===== src/rtl/aes_pkg.sv =====
// rtl/aes_pkg.sv - shared AES block constants, packer FSM states and FIPS-197 vectors
package aes_pkg;

  localparam int AES_BLK_W    = 128;
  localparam int AES_BYTES    = 16;
  localparam int AES_PIPE_LAT = 10;

  typedef enum logic {
    IDLE = 1'b0,
    FILL = 1'b1
  } pack_state_e;

  // FIPS-197 appendix C.1 (AES-128)
  localparam logic [AES_BLK_W-1:0] AES_FIPS_KEY = 128'h000102030405060708090a0b0c0d0e0f;
  localparam logic [AES_BLK_W-1:0] AES_FIPS_PT  = 128'h00112233445566778899aabbccddeeff;
  localparam logic [AES_BLK_W-1:0] AES_FIPS_CT  = 128'h69c4e0d86a7b0430d8cdb78070b4c55a;

endpackage


===== src/rtl/aes_stream_packer_if.sv =====
// rtl/aes_stream_packer_if.sv - byte stream in, cipher block out/in, flagged ciphertext out
interface aes_stream_packer_if #(
  parameter int CNT_W = 16
);
  import aes_pkg::*;

  logic [7:0]           in_data;
  logic                 in_valid;
  logic                 in_last;
  logic                 in_ready;
  logic [AES_BLK_W-1:0] blk_data;
  logic                 blk_valid;
  logic [AES_BLK_W-1:0] cipher_dout;
  logic [AES_BLK_W-1:0] ct_data;
  logic                 ct_valid;
  logic [CNT_W-1:0]     ct_count;

  modport master (
    output in_data, in_valid, in_last, cipher_dout,
    input  in_ready, blk_data, blk_valid, ct_data, ct_valid, ct_count
  );

  modport slave (
    input  in_data, in_valid, in_last, cipher_dout,
    output in_ready, blk_data, blk_valid, ct_data, ct_valid, ct_count
  );

endinterface


===== src/rtl/aes_valid_delay.sv =====
// rtl/aes_valid_delay.sv - 1-bit valid shift register matching a fixed-latency datapath
module aes_valid_delay #(
  parameter int DEPTH = 10
) (
  input  logic clk,
  input  logic rst,
  input  logic din,
  output logic dout
);

  logic [DEPTH-1:0] sr_q;

  always_ff @(posedge clk) begin
    if (rst) begin
      sr_q <= '0;
    end else begin
      sr_q <= (sr_q << 1) | DEPTH'(din);
    end
  end

  assign dout = sr_q[DEPTH-1];

endmodule


===== src/rtl/aes_stream_packer.sv =====
// rtl/aes_stream_packer.sv - packs bytes into AES blocks for the cipher pipeline and
// flags the matching ciphertext once the pipeline latency has elapsed
module aes_stream_packer
  import aes_pkg::*;
#(
  parameter int PIPE_LAT = AES_PIPE_LAT,
  parameter int CNT_W    = 16
) (
  input  logic               clk,
  input  logic               rst,
  aes_stream_packer_if.slave bus
);

  localparam int BYTE_CNT_W = $clog2(AES_BYTES);

  pack_state_e           state_q, state_d;
  logic [BYTE_CNT_W-1:0] byte_cnt_q, byte_cnt_d;
  logic [AES_BLK_W-1:0]  asm_q, asm_d, merged;
  logic [AES_BLK_W-1:0]  blk_data_q, blk_data_d;
  logic                  blk_valid_q, blk_valid_d;
  logic                  in_ready_q;
  logic                  accept, issue;
  logic                  ct_flag;
  logic [AES_BLK_W-1:0]  ct_data_q;
  logic                  ct_valid_q;
  logic [CNT_W-1:0]      ct_count_q;

  assign accept = bus.in_valid && in_ready_q;
  assign issue  = accept && (bus.in_last || byte_cnt_q == BYTE_CNT_W'(AES_BYTES - 1));

  // Unfilled lanes of asm_q are always zero, so OR-ing in the new byte also zero-pads
  assign merged = asm_q | ({bus.in_data, {(AES_BLK_W-8){1'b0}}} >> {byte_cnt_q, 3'b000});

  always_ff @(posedge clk) begin
    if (rst) begin
      state_q     <= IDLE;
      byte_cnt_q  <= '0;
      asm_q       <= '0;
      blk_data_q  <= '0;
      blk_valid_q <= 1'b0;
      in_ready_q  <= 1'b0;
    end else begin
      state_q     <= state_d;
      byte_cnt_q  <= byte_cnt_d;
      asm_q       <= asm_d;
      blk_data_q  <= blk_data_d;
      blk_valid_q <= blk_valid_d;
      in_ready_q  <= 1'b1;
    end
  end

  always_comb begin
    state_d     = state_q;
    byte_cnt_d  = byte_cnt_q;
    asm_d       = asm_q;
    blk_data_d  = blk_data_q;
    blk_valid_d = 1'b0;

    case (state_q)
      IDLE:    if (accept) state_d = FILL;
      FILL:    state_d = FILL;
      default: state_d = IDLE;
    endcase

    if (accept) begin
      asm_d      = merged;
      byte_cnt_d = byte_cnt_q + 1'b1;
    end

    // Issue takes priority: a 16th byte or any in_last byte closes the block
    if (issue) begin
      blk_data_d  = merged;
      blk_valid_d = 1'b1;
      asm_d       = '0;
      byte_cnt_d  = '0;
      state_d     = IDLE;
    end
  end

  aes_valid_delay #(
    .DEPTH(PIPE_LAT)
  ) u_valid_delay (
    .clk  (clk),
    .rst  (rst),
    .din  (blk_valid_q),
    .dout (ct_flag)
  );

  always_ff @(posedge clk) begin
    if (rst) begin
      ct_data_q  <= '0;
      ct_valid_q <= 1'b0;
      ct_count_q <= '0;
    end else begin
      ct_valid_q <= ct_flag;
      if (ct_flag) begin
        ct_data_q  <= bus.cipher_dout;
        ct_count_q <= ct_count_q + 1'b1;
      end
    end
  end

  assign bus.in_ready  = in_ready_q;
  assign bus.blk_data  = blk_data_q;
  assign bus.blk_valid = blk_valid_q;
  assign bus.ct_data   = ct_data_q;
  assign bus.ct_valid  = ct_valid_q;
  assign bus.ct_count  = ct_count_q;

endmodule

===== src/flat_wrapper.sv =====
// flat-port wrapper written by rule: the top's interface ports become plain ports
module aes_stream_packer_flat import aes_pkg::*;
#(
  parameter int PIPE_LAT = AES_PIPE_LAT,
  parameter int CNT_W    = 16
)
  (clk, rst, bus_in_data, bus_in_valid, bus_in_last, bus_cipher_dout, bus_in_ready, bus_blk_data, bus_blk_valid, bus_ct_data, bus_ct_valid, bus_ct_count);
  aes_stream_packer_if #(.CNT_W(CNT_W)) bus_i ();
  input  logic clk;
  input  logic rst;
  input wire logic [$bits(bus_i.in_data)-1:0] bus_in_data;
  input wire logic [$bits(bus_i.in_valid)-1:0] bus_in_valid;
  input wire logic [$bits(bus_i.in_last)-1:0] bus_in_last;
  input wire logic [$bits(bus_i.cipher_dout)-1:0] bus_cipher_dout;
  output wire logic [$bits(bus_i.in_ready)-1:0] bus_in_ready;
  output wire logic [$bits(bus_i.blk_data)-1:0] bus_blk_data;
  output wire logic [$bits(bus_i.blk_valid)-1:0] bus_blk_valid;
  output wire logic [$bits(bus_i.ct_data)-1:0] bus_ct_data;
  output wire logic [$bits(bus_i.ct_valid)-1:0] bus_ct_valid;
  output wire logic [$bits(bus_i.ct_count)-1:0] bus_ct_count;
  assign bus_i.in_data = bus_in_data;
  assign bus_i.in_valid = bus_in_valid;
  assign bus_i.in_last = bus_in_last;
  assign bus_i.cipher_dout = bus_cipher_dout;
  assign bus_in_ready = bus_i.in_ready;
  assign bus_blk_data = bus_i.blk_data;
  assign bus_blk_valid = bus_i.blk_valid;
  assign bus_ct_data = bus_i.ct_data;
  assign bus_ct_valid = bus_i.ct_valid;
  assign bus_ct_count = bus_i.ct_count;
  aes_stream_packer #(.PIPE_LAT(PIPE_LAT), .CNT_W(CNT_W)) u_core (.clk(clk), .rst(rst), .bus(bus_i));
endmodule

===== config.mk =====
export PLATFORM = sky130hd
export DESIGN_NAME = aes_stream_packer_flat
export DESIGN_NICKNAME = d
export VERILOG_FILES = /design/src/rtl/aes_pkg.sv /design/src/rtl/aes_stream_packer_if.sv /design/src/rtl/aes_valid_delay.sv /design/src/rtl/aes_stream_packer.sv /design/src/flat_wrapper.sv
export SDC_FILE = /design/constraint.sdc
export NUM_CORES = 1
export LEC_CHECK = 0
export BUFFER_PORTS_ARGS = -buffer_cell sky130_fd_sc_hd__buf_2
export CAP_MARGIN = 10
export CELL_PAD_IN_SITES_DETAIL_PLACEMENT = 0
export CELL_PAD_IN_SITES_GLOBAL_PLACEMENT = 1
export CORE_MARGIN = 2
export CORE_UTILIZATION = 35
export CTS_CLUSTER_DIAMETER = 100
export DETAILED_ROUTE_END_ITERATION = 12
export GPL_ROUTABILITY_DRIVEN = 0
export PLACE_DENSITY = 0.78
export SLEW_MARGIN = 20
export SYNTH_ARGS = -nofsm -noshare
export SYNTH_HDL_FRONTEND = slang
export SYNTH_SLANG_ARGS = --single-unit
export TNS_END_PERCENT = 20

===== constraint.sdc =====
create_clock -name clk -period 2.1 [get_ports clk]
set_input_delay 0.315 -clock clk [delete_from_list [all_inputs] [get_ports clk]]
set_output_delay 0.315 -clock clk [all_outputs]
set_load 0.02 [all_outputs]

Word level (Yosys, flattened, before mapping). Cells that the tools add are included.

Bitwise logic cells: 2. $add $sub $neg: 2. Muxes and demuxes: 2. Shifts and indexed selects: 1. Reduce and logical (&&, ||, !) cells: 4. Eq/ne operators: 1. $mul: 0. Order comparisons: 0. Divide/modulo/power cells: 0.

Operators with widths (number): $or 128x128->128 (1); $shr 128x7->128 (1); $add 16x1->16 const B (1); $or 10x1->10 (1); $add 4x1->4 const B (1); $eq 4x4->1 const B (1); $logic_and 1x1->1 (2); $mux 1 (2); $reduce_or 2->1 (1); $logic_or 1x1->1 (1).

Output and inout bits: 275. Word-level logic and storage cells: 21. Bits of input ports: 140. Bits in registers: 417. Latch bits: 0. ROM bits: 0. Memories: 0. Memory bits (writable): 0.

Longest topological paths before layout. Gate-level depths: netlist of run 1.

Depth in word-level cells: 4. Gate-level depth with buffers: 7. Depth with buffers taken out: 5.

Hierarchy. From an unflattened synthesis of run 1, not the netlist that was laid out.

Cell total of the unflattened synthesis: 1579. Area total of the unflattened synthesis: 14666.6 um^2.

Modules (own cells, without submodules): aes_stream_packer (area each 14403.8 um^2, times used 1, seq. area each 8147.8 um^2, cells each 1559); aes_valid_delay (area each 262.8 um^2, times used 1, seq. area each 200.2 um^2, cells each 20).

Worst setup path after synthesis of run 1. OpenSTA, ideal clock, no wires.

Kind: reg2reg. From: reg u_core.byte_cnt_q[0]. To: reg u_core.blk_data_q[47], in the netlist u_core.bus.blk_data[47]. Stages on the path, launching flop included: 7. Path buffers: 2. Setup slack: 0.108 ns. Arrival: 1.852 ns. Period minus slack after synthesis: 1.992 ns. Data required time: 1.960 ns. Setup time: 0.140 ns. Path through: dfxtp_1 > ha_1 > a31oi_1 > nor2_1 > buf_2 > clkbuf_1 > a211oi_1.

Longest elaborated chain between the ends: 3. Elaborated cells on any way between the ends: 5. Classes of those cells: 1 x eq/ne; 1 x shift; 1 x bitwise; 2 x reduce/logical.

RTL lines: from (decl) (RTL line aes_stream_packer.sv:17) `logic [BYTE_CNT_W-1:0] byte_cnt_q, byte_cnt_d;`; from (signal assigned) (RTL line aes_stream_packer.sv:44) `byte_cnt_q <= byte_cnt_d;`; parallel branches: the longest is 3 deep, another holds $shr 128x7->128; to (signal assigned) (RTL line aes_stream_packer.sv:46) `blk_data_q <= blk_data_d;`; to (decl) (RTL line aes_stream_packer.sv:19) `logic [AES_BLK_W-1:0] blk_data_q, blk_data_d;`.

Parallel ways; which one is timed is not known. A chain may end at the register's enable or synchronous reset.

Worst setup path after layout of run 1.
From: reg u_core.byte_cnt_q[0]. To: reg u_core.blk_data_q[6], in the netlist u_core.bus.blk_data[6].

The elaborated chain is that of the path after synthesis.

==> impl_metrics.ini, run 1 <==
[run_status]
status = completed

[critical_path]
worstSetupPathType = reg2reg
r2r_slack_ps = 180
critPathArrivalTime_ps = 2390
crit_fanout = 96
worstPathRequired_ps = 2570
cp-end-kind = flip-flop
cp-start-kind = flip-flop

[global_route]
grt_overflow = 0
grt_pass1_wl_um = 72500
grt_max_degree = 193
grt_util_all_layers_pct = 21.0
antenna_found_initial = 6
grt_pass1_vias = 12500

[job]
maxCapViolCount = 0

[min_path]
min_path_type = in2reg

[layout]
nFillCells = 3958
drive_gt1_share_pct = 27.2
syn_to_final_growth_pct = 36.3
final_cell_mix = 416 x dfxtp_1, 413 x buf_2, 401 x nor2_1, 255 x a21oi_1, 131 x dlygate4sd3_1
nNetsFinal = 2213
final_common_cell = dfxtp_1
finalNonFillerCells = 2652

[yosys]
synthMuxAreaShare_pct = 8.79
synth_cells = 1579
synth_edf_count = 0
synth_top_area_cell = dfxtp_1
synthSimpleGateAreaFrac_pct = 14.2
ys_types = 42
ys_ff_latch = 417
synth_top_cells_by_area = dfxtp_1 56%, nor2_1 10%, mux2i_1 8.6%
yosysWarnings = 0
synth-compound-area-share_pct = 16.0
async_reset_ff_share_pct = 0
synth_ff_type = dfxtp_1
ys_seq_area_share_pct = 55.8
synth_top_area_share_pct = 55.8
synthAdderAreaFrac_pct = 0.167
synth_top_family_by_area = compound AO/OA/AOI/OAI gates
synth_area_um2 = 14900
synthXorXnorAreaFrac_pct = 0.644
avgSynthCellArea_um2 = 9.47
syn_nets = 1721

[cts]
cts_buffers = 45
post_cts_buffers = 0
clock-sinks = 417
cts_buffer_depth = 3
clkLatencyLatePin_ps = 570
cts_tree = yes
cts-root-buf = clkbuf_16
clkTransAtPathRegs_ps = 60
cts-htree-levels = 2

[routing]
via_count = 13200
wl_per_cell_um = 18.6
drtIter0Drc = 814
routed_wl_um = 49400
drt-pass1-iter-count = 5
via_per_inst = 4.97
ant_nets = 0
drc = 0

[floorplanning]
num_rows = 75
io_pins = 415
coreArea_um2 = 42000
die_w_um = 211
start_util_pct = 35.6
dieHeight_um = 211
die-area_um2 = 44400

[timing]
timing.final.crit_period_ps = 1920
slew_violations = 0
worst_pin_slew_ps = 914
final.setup.tns_ps = 0
setup_violations = 0
skew_ps = 12.9
grt_setup_unrepaired = no
fmax_mhz = 521
fin_crit_sh_pct = 91.5
slew_headroom_pct = 39.1
hold_viol = 0

[placed_design]
place_hpwl_um = 31600
port_buffers = 414
place_inst = 2431

[power_and_ir_drop]
seqPwrFrac_pct = 45.9
clock_power_share_pct = 46.9
combPwrFrac_pct = 7.2
power.internal_mw = 13.6
net-switching-power_mw = 4.09
ir_drop_v = 0.000474
leakage_nw = 8.28
sw_frac_of_total_pct = 23.1
powerDensity_nw_per_um2 = 868
-- stage by stage --
step / hold WS, ps / instance area, µm² / util (%) / worst slack (ps) / total power, mW
final: 28.2 / 20400 / 48.5 / 179 / 17.7
after global routing: 14.3 / 20400 / 48.4 / 22.4 / 18.4
after CTS: 0.183 / 20300 / 48.3 / 76.2 / 17.9
after detailed placement: 424 / 17400 / 41.5 / 100 / 9.36
after global placement: 416 / 17400 / 41.5 / 187 / 9.34
after floorplan: 414 / 14900 / - / 108 / 8.90
-- worst paths after layout --
| check | start | end | depth (start not counted) |
|---|---|---|---|
| max reg2reg | u_core.byte_cnt_q[0] | u_core.bus.blk_data[6] | 5 |
| max | u_core.byte_cnt_q[0] | u_core.bus.blk_data[6] | 5 |
| min | bus_cipher_dout[48] | u_core.bus.ct_data[48] | 3 |
| min reg2reg | u_core.u_valid_delay.sr_q[4] | u_core.u_valid_delay.sr_q[5] | 1 |
-- sequential cells by signal, summed over array words and instances, names as in the netlist --
signal / flops
u_core.byte_cnt_q: 4
u_core.asm_q: 128
u_core.bus.ct_valid: 1
u_core.u_valid_delay.sr_q: 10
u_core.bus.ct_count: 16
u_core.bus.in_ready: 1
u_core.bus.ct_data: 128
u_core.bus.blk_data: 128
u_core.bus.blk_valid: 1
-- layout make-up --
class	count	area (µm²)	area share, %
diodes	5	12.5	0.0614
clock buffers	66	1340	6.57
clock inverters	18	231	1.14
inverters	2	7.51	0.0369
multi-input cells	1021	5970	29.3
flip-flops and latches	417	8350	41.0
well taps	539	674	3.31
repair buffers	584	3790	18.6
-- what timing repair did --
item / 4_1_cts / 5_1_grt
hold buffers: 130 / 1
hold endpoints to repair: 122 / 1
resized for setup: 0 / 2
setup endpoints to repair: 0 / 85
-- routing by layer --
layer / vias to the layer above / share of wire (%) / global-route usage, %
met3: 120 / 7.4 / 6.11
met4: 2 / 4.2 / 9.37
met5: - / 0.032 / 0
li1: 6417 / - / -
met2: 456 / 46 / 34.6
met1: 6193 / 42 / 25.5
-- critical path: stages, from the launching register on --
cell,delay (ps)
dfxtp_1,310
ha_1,220
a31oi_1,470
nor2_4,130
clkbuf_16,320
a211oi_1,290
-- power by group through the flow --
| stage | logic [mW] | clock network [mW] | registers (mW) |
|---|---|---|---|
| finish | 1.28 | 8.29 | 8.12 |
| global placement | 1.05 | 0 | 8.29 |
| floorplan | 0.463 | 0 | 8.44 |
| CTS | 1.26 | 8.51 | 8.12 |
| detailed placement | 1.07 | 0 | 8.29 |
| global route | 1.38 | 8.85 | 8.13 |
-- cells by family (layout without fill, tap and decap cells) --
family          count (synthesis)  after routing
fa+ha+maj                       2              2
mux                           131            131
buf+inv                       141            670
other cells                     0              5
simple gates                  480            480
flops                         417            417
xor+xnor                       11             11
compound gates                397            397
-- synthesized netlist by cell type (2+ instances only) --
cell / n
a211oi_1: 120
a211oi_2: 8
a21oi_1: 255
a21oi_2: 6
and3_1: 9
and4_1: 2
buf_1: 7
buf_2: 46
buf_4: 6
buf_6: 6
clkbuf_1: 74
dfxtp_1: 417
ha_1: 2
inv_1: 2
mux2_2: 2
mux2i_1: 129
nand2_1: 9
nand2_4: 2
nand2b_4: 4
nand3_1: 5
nand4_1: 6
nor2_1: 402
nor2_2: 3
nor2_4: 6
nor2b_1: 13
nor3_1: 4
nor3_2: 2
nor3_4: 6
nor4_1: 2
o21ai_0: 2
or3_1: 2
xnor2_1: 4
xor2_1: 7
Note: power is estimated with default switching activity, not from simulation.
==> inputs of run 2 (changes only) <==
BUFFER_PORTS_ARGS = default   (was -buffer_cell sky130_fd_sc_hd__buf_2)
CORE_UTILIZATION = 42   (was 35)
DONT_BUFFER_PORTS = 1   (was default)
HOLD_SLACK_MARGIN = 0.02   (was default)
PLACE_DENSITY = 0.77   (was 0.78)
==> run 2 against run 1 <==
The run now ends with hold timing left; sequential power up 2%; via count down 12%; sequential share of layout area up 4.4 points; total power down 8.6%; utilization up 3.6 points; final cell count down 17%; clock skew up 8.4 ps; critical endpoint is now u_core.byte_cnt_q[2]; final area down 9.7%; highest routed layer is now met4; count of clock-buffer cells in the layout up 1; largest power group is now sequential cells; flip-flop and latch count unchanged.
==> impl_metrics.ini, run 2 (synthesized netlist as in run 1, its figures left out) <==
[power_and_ir_drop]
seqPwrFrac_pct = 51.4
combPwrFrac_pct = 3.6
power.internal_mw = 12.4
net-switching-power_mw = 3.79
leakage_nw = 6.73
clock_power_share_pct = 45.1
sw_frac_of_total_pct = 23.5
ir_drop_v = 0.000712
powerDensity_nw_per_um2 = 879

[timing]
final.setup.tns_ps = 0
timing.final.crit_period_ps = 2060
slew_headroom_pct = 29.5
fin_hold_ws_ps = -164
fin_crit_sh_pct = 98.0
setup_violations = 0
slew_violations = 0
worst_pin_slew_ps = 1050
fmax_mhz = 486
skew_ps = 21.3
hold_viol = 94
grt_setup_unrepaired = yes

[critical_path]
endpoint = u_core.byte_cnt_q[2]
cp-start-kind = flip-flop
worstSetupPathType = reg2reg
crit_slowest_cell = or4b_2
path_cells = buf_4, or4b_2, a21oi_2, dlygate4sd3_1
r2r_cells = 4
cp-end-kind = flip-flop
r2r-end = u_core.byte_cnt_q[2]
r2r_slack_ps = 40
critPathLaunch = u_core.byte_cnt_q[2]
critPathArrivalTime_ps = 2570
crit_path_max_incr_delay_ps = 700
worstPathRequired_ps = 2610
crit_fanout = 5
r2r-start = u_core.byte_cnt_q[2]

[floorplanning]
die_w_um = 193
num_rows = 69
io_pins = 415
start_util_pct = 42.3
die-area_um2 = 37100
coreArea_um2 = 35300
dieHeight_um = 193

[cts]
cts-htree-levels = 2
cts_buffers = 44
cts-root-buf = clkbuf_16
clock-sinks = 417
cts_buffer_depth = 3
clkLatencyLatePin_ps = 570
cts_hold_buf = 166
cts_tree = yes
clkTransAtPathRegs_ps = 60
post_cts_buffers = 0

[routing]
drc = 0
ant_nets = 0
routed_wl_um = 47000
drt-pass1-iter-count = 5
wl_per_cell_um = 21.4
via_per_inst = 5.31
drtIter0Drc = 687
via_count = 11700

[layout]
final_cell_mix = 416 x dfxtp_1, 401 x nor2_1, 254 x a21oi_1, 165 x dlygate4sd3_1, 129 x mux2i_1
drive_gt1_share_pct = 9.17
design_area_um2 = 18400
final_common_cell = dfxtp_1
fin_util_pct = 52.1
nNetsFinal = 1843
num_antenna_cells = 0
syn_to_final_growth_pct = 23.0

[global_route]
grt_util_all_layers_pct = 24.1
grt_pass1_vias = 10900
grt_pass1_wl_um = 67200
grt_max_degree = 288
antenna_found_initial = 1
grt_overflow = 0

[placed_design]
place_hpwl_um = 29600
port_buffers = 0
placed_area_um2 = 15400

[min_path]
min_path_type = in2reg

[job]
maxCapViolCount = 0

[run_status]
violations = hold timing
status = finished, violations left
run 2: cell count changes in the layout (fill, tap and decap cells not counted), sizes merged:
cell and change:
clkinvlp -1, diode -5, buf -402, dlygate4sd3 +34, inv +2, bufinv -5
clkinv -3
run 2: per-layer routing:
layer	part of all wire, %	GRT usage (%)
met1	38	27.2
met5	0	0
met2	49	42.1
met3	10	8.44
met4	2.4	7.78
run 2: stage by stage:
stage	cells	setup slack, ps	power (mW)
4_1_cts	2194	37.3	16.3
6_report	2194	41.4	16.2
3_5_place_dp	1950	261	8.97
5_1_grt	2194	-38.6	16.7
2_1_floorplan	1579	108	8.90
3_3_place_gp	1950	329	8.96
run 2: timing repair:
action | CTS | global route
setup endpoints to repair | 0 | 13
gates resized for setup | 0 | 5
hold endpoints to repair | 301 | 129
run 2: power groups by stage:
stage	clock (mW)	combinational (mW)	sequential (mW)
finish	7.29	0.574	8.30
global route	7.75	0.632	8.31
CTS	7.46	0.577	8.30
detailed placement	0	0.495	8.48
global placement	0	0.483	8.47
floorplan	0	0.463	8.44
run 2: area by class of cell:
type | count | area (µm²)
fillers | 3264 | 16900
clock buffers | 67 | 1250
flip-flops and latches | 417 | 8350
inverters | 2 | 7.51
multi-input cells | 1021 | 5970
repair buffers | 215 | 2140
well taps | 461 | 577
clock inverters | 11 | 91.3
run 2: worst max-delay path: cells and delay by family (launching register included):
family | cells | cell delay, ps
buffers and inverters | 2 | 760
flip-flops | 1 | 370
AO/OA/AOI/OAI | 1 | 170
AND/OR/NAND/NOR | 1 | 700
run 2: worst min-delay path by stage:
stage,depth (start not counted),endpoint,start
3_5_place_dp,1,u_core.bus.ct_data[10],rst
4_1_cts,1,u_core.bus.blk_data[11],rst
5_1_grt,1,u_core.bus.blk_data[25],rst
2_1_floorplan,1,u_core.u_valid_delay.sr_q[1],u_core.u_valid_delay.sr_q[0]
3_3_place_gp,1,u_core.bus.ct_data[16],rst
6_report,1,u_core.bus.blk_data[11],rst
